[src/rtl/instruction_decoder.sv]
// Decode stage of the 8-bit microprocessor.
// Turns the instruction word from program memory into sequencer jump requests
// and datapath controls in the same cycle. Owns the zero flag and the
// saturating debug counters for retired instructions and taken jumps.
module instruction_decoder #(
  parameter int CNT_W = 16
) (
  input  logic             clk,
  input  logic             sync_reset,
  input  logic [7:0]       pm_data,
  input  logic             alu_zero,
  output logic             jmp,
  output logic             jmp_nz,
  output logic [3:0]       jmp_addr,
  output logic             dont_jmp,
  output logic [7:0]       reg_en,
  output logic [3:0]       src_sel,
  output logic [3:0]       imm,
  output logic [3:0]       alu_func,
  output logic             alu_b_sel,
  output logic [CNT_W-1:0] instr_count,
  output logic [CNT_W-1:0] jump_count
);

  localparam logic [CNT_W-1:0] CNT_MAX = '1;
  localparam logic [3:0] SRC_IMM = 4'd8;
  localparam logic [3:0] SRC_ALU = 4'd9;

  logic             z_reg;
  logic [CNT_W-1:0] instr_cnt_reg;
  logic [CNT_W-1:0] jump_cnt_reg;

  logic [2:0] dest;
  logic       reg_write;
  logic       is_alu;
  logic       jump_taken;

  // Instruction decode: purely combinational, everything quiet while in reset.
  always_comb begin
    jmp       = 1'b0;
    jmp_nz    = 1'b0;
    jmp_addr  = 4'd0;
    src_sel   = 4'd0;
    imm       = 4'd0;
    alu_func  = 4'd0;
    alu_b_sel = 1'b0;
    dest      = 3'd0;
    reg_write = 1'b0;
    is_alu    = 1'b0;
    if (!sync_reset) begin
      // Operand fields are passed through for every class; consumers ignore
      // them unless the class uses them.
      jmp_addr  = pm_data[3:0];
      imm       = pm_data[3:0];
      alu_func  = pm_data[3:0];
      alu_b_sel = pm_data[4];
      if (!pm_data[7]) begin
        // LOAD immediate into r[6:4]
        dest      = pm_data[6:4];
        reg_write = 1'b1;
        src_sel   = SRC_IMM;
      end else if (!pm_data[6]) begin
        // MOV r[5:3] <- r[2:0]; a self-move is a NOP with no write
        dest      = pm_data[5:3];
        src_sel   = {1'b0, pm_data[2:0]};
        reg_write = (pm_data[5:3] != pm_data[2:0]);
      end else if (!pm_data[5]) begin
        // ALU op, result always lands in register 4
        dest      = 3'd4;
        reg_write = 1'b1;
        src_sel   = SRC_ALU;
        is_alu    = 1'b1;
      end else if (!pm_data[4]) begin
        jmp       = 1'b1;
      end else begin
        jmp_nz    = 1'b1;
      end
    end
  end

  // One-hot write enable for the destination register.
  generate
    for (genvar gi = 0; gi < 8; gi++) begin : g_reg_en
      assign reg_en[gi] = reg_write && (dest == 3'(gi));
    end
  endgenerate

  // A conditional jump is only taken when the flag does not suppress it.
  assign jump_taken = jmp | (jmp_nz & ~z_reg);

  // Zero flag and saturating debug counters.
  always_ff @(posedge clk) begin
    if (sync_reset) begin
      z_reg         <= 1'b0;
      instr_cnt_reg <= '0;
      jump_cnt_reg  <= '0;
    end else begin
      if (is_alu)
        z_reg <= alu_zero;
      if (instr_cnt_reg != CNT_MAX)
        instr_cnt_reg <= instr_cnt_reg + CNT_W'(1);
      if (jump_taken && (jump_cnt_reg != CNT_MAX))
        jump_cnt_reg <= jump_cnt_reg + CNT_W'(1);
    end
  end

  assign dont_jmp    = z_reg;
  assign instr_count = instr_cnt_reg;
  assign jump_count  = jump_cnt_reg;

endmodule

[config.mk]
export PLATFORM = sky130hd
export DESIGN_NAME = instruction_decoder
export DESIGN_NICKNAME = d
export VERILOG_FILES = /design/src/rtl/instruction_decoder.sv
export SDC_FILE = /design/constraint.sdc
export NUM_CORES = 1
export LEC_CHECK = 0
export BUFFER_PORTS_ARGS = -buffer_cell sky130_fd_sc_hd__buf_2
export CAP_MARGIN = 20
export CORE_ASPECT_RATIO = 0.8
export CORE_MARGIN = 3
export CORE_UTILIZATION = 46
export DETAILED_ROUTE_END_ITERATION = 12
export PLACE_DENSITY = 0.79
export SLEW_MARGIN = 20
export SYNTH_ARGS = -nofsm -noshare
export SYNTH_HDL_FRONTEND = slang
export SYNTH_SLANG_ARGS = --single-unit
[constraint.sdc]
create_clock -name clk -period 1.62 [get_ports clk]
set_input_delay 0.243 -clock clk [delete_from_list [all_inputs] [get_ports clk]]
set_output_delay 0.243 -clock clk [all_outputs]
set_load 0.02 [all_outputs]
==> metrics.txt <==
CTS root buf clkbuf_8; critical path's slowest cell or3_1; slew at the pin with the worst max-slew slack between 400 and 500 ps; initial antenna violation count 0; iteration-0 DRC count of the detailed router about 130; CP max stage delay between 300 and 400 ps; Flop pwr share 0.444; Post-synth EDFFs 0; Final min period roughly 1600 ps; DRC Markers 0; Peak supply drop 0.6198 mV; Nets between 400 and 500; Avg Inst Size Synth 7.856 um2; synth unique cells 50; Setup CP Type register to register; clk slew on worst S/H paths approximately 70 ps; max-slew violations 0; DR vias between 2,000 and 3,000; mapped cell area around 2100 um2; cts hold-fix bufs 0; hold path start alu_zero; critical-path cell list ha_1, nand2_2, buf_4, or3_1, nor4b_1, nor3_1; crit path DAT around 1800 ps; number of port buffers 70; post-synthesis sequential area ratio 0.3081; Post-Place Worst Slack -63.89 ps; ys async rst share 0; largest net degree at the start of global routing 35; Die X-Extent between 80 and 90 um; Leakage 1.457 nW; max layer used met4; syn nets 287; Max Fclk between 0.6 and 0.7 GHz; min-delay worst type input pin to register; FILL cells 305; First-pass DRT Iterations 4; worst setup path start instr_count[0]$_SDFFE_PP0P_; CTS Sinks 33; RSZ-0062 raised after global routing yes; type of element capturing the critical path register; cell area power density 555.7 nW/um2; crit share post-route 0.9977; core area ~4300 um2; total track usage 0.2359; clk_lat worst skew approximately 280 ps; vias per cell approximately 5.6; Area Overhead vs Synth 53.91%; PnR Total Power between 1.5 and 2 mW; Hold Vio Cnt, Final 0; number of global-route vias before repair around 2,300; Die Area 5523 um2; Final Cell Area 3301 um2; Power Internal 1.364 mW; CTS Buffer Depth 2; die span in y 67.07 um; post-DP HPWL 4800 um; Synth warnings 0; final setup fails 0; Max FO, Critical Path 5; CTS tree built; clock network fraction of design power 0.414; sw power 0.4700 mW; synthesized flop and latch total 33; Cells after Synth 273; Routed Antenna Nets 0; Logic pwr share 0.142; fraction of layout cells with a size suffix above 1 0.5076; max cap viols 0; setup ws final ~3.7 ps; M1 WL ~2900 um; num rows 21; ys flop type dfxtp_1; Fin Clk Skew around 8.9 ps; status finished, final reports clean; first-pass GRT wire length just over 10,000 um; Largest delay share family, worst path simple AND/OR/NAND/NOR gates; Max H-tree Level 2; Num CTS Buffers 5; routed wl met2 about 3200 um; Inserted Diodes 0; GRT overflow 0; I/O pin cnt approximately 70; Worst Path Required approximately 1800 ps; Reg2Reg Launch Point instr_count[0]$_SDFFE_PP0P_; max_slew headroom 0.7005; WL/cell 14.67 um; Area after DPL approximately 3000 um2; critical path launch point type register; Initial Util 0.4947; WHS roughly 230 ps; WL final 6614 um; Switching Share 0.2563; WL met3 499 um; Worst Path Buf+Inv 1; Final GP Congestion 0.9331
[cell type report]
type / count / area, um2 / share of cell area
well taps: 57 / 71.32 / 0.02161
clock buffers: 5 / 68.82 / 0.02085
repair buffers: 133 / 853.3 / 0.2585
multi-input cells: 212 / 1530 / 0.4636
inverters: 8 / 30.03 / 0.009098
flip-flops and latches: 33 / 705.7 / 0.2138
clock inverters: 3 / 41.29 / 0.01251
[kinds of logic after synthesis]
| logic type | Yosys count | share of synthesized area |
|---|---|---|
| simple gates | 138 | 0.3716 |
| compound gates | 58 | 0.1692 |
| flops | 33 | 0.3080 |
| buf+inv | 28 | 0.07001 |
| mux | 10 | 0.05134 |
| xor+xnor | 3 | 0.01225 |
| fa+ha+maj | 3 | 0.01750 |
[stage by stage]
step | utilization | TNS [ps] | std cells
2_1_floorplan | - | -235.1 | 273
3_3_place_gp | 0.6765 | -30.45 | 437
3_5_place_dp | 0.6765 | -182.1 | 437
6_report | 0.7613 | 0 | 451
5_1_grt | 0.7613 | -380.6 | 451
4_1_cts | 0.7149 | -15.10 | 447
[routing by layer]
layer / vias to the layer above / GRT usage
li1: 1251 / -
met1: 1190 / 0.3101
met2: 86 / 0.3930
met3: 4 / 0.05270
met4: 0 / 0.04564
met5: - / 0
[power by group through the flow]
stage                     clock network [mW]  logic [mW]  registers, mW
after floorplan                            0       0.147          0.852
after global placement                     0       0.235          0.839
after detailed placement                   0       0.239          0.840
after CTS                              0.770       0.241          0.822
after global routing                   0.812       0.286          0.815
final                                  0.759       0.261          0.815
[worst paths after layout]
check	to	depth (start not counted)	slack [ps]
max	instr_count[14]$_SDFFE_PP0P_	6	4
min	dont_jmp$_SDFFE_PP0P_	3	230
max reg2reg	instr_count[14]$_SDFFE_PP0P_	6	4
min reg2reg	jump_count[5]$_SDFFE_PP0P_	2	530
[what timing repair did]
item	CTS	global route
buffers inserted	2	4
endpoints found under the setup margin	7	29
pin swaps	2	11
gates resized for setup	8	38
[worst min-delay path: stages]
cell	delay [ps]
buf_2	100
nand3_1	60
a21oi_1	60
[synth_stat cells, types with 7 or more instances]
library cell,count,area [um2]
nor2b_1,12,75.07
inv_1,8,30.03
nand3_1,13,65.06
o21ai_0,9,45.04
nand2_1,18,67.56
nor2_1,29,108.9
a21oi_1,21,105.1
dfxtp_1,33,660.6
nor3_1,17,85.08
mux2_2,8,90.09
buf_4,9,67.56
o31ai_1,7,52.55
[sequential cells by signal, indices dropped and copies added (netlist names)]
register and count:
instr_count 16, jump_count 16, dont_jmp 1
[layout by cell type, fill, tap and decap left out, types with 3 or more instances in the layout]
cell type,count
buf_2,64
buf_4,64
nor2_1,27
a21oi_1,21
nand2_1,17
nor3_1,16
dfxtp_2,15
nor2b_1,12
dfxtp_1,11
nand3_1,10
o21ai_0,9
inv_1,8
o31ai_1,7
mux2_2,7
dfxtp_4,7
nand4_1,6
or4_1,6
or3_1,6
clkbuf_8,5
nand4_4,3
nor4_1,3
and3_1,3
a31oi_1,3
nand3_4,3
a211oi_1,3
Note: power is estimated with default switching activity, not from simulation.
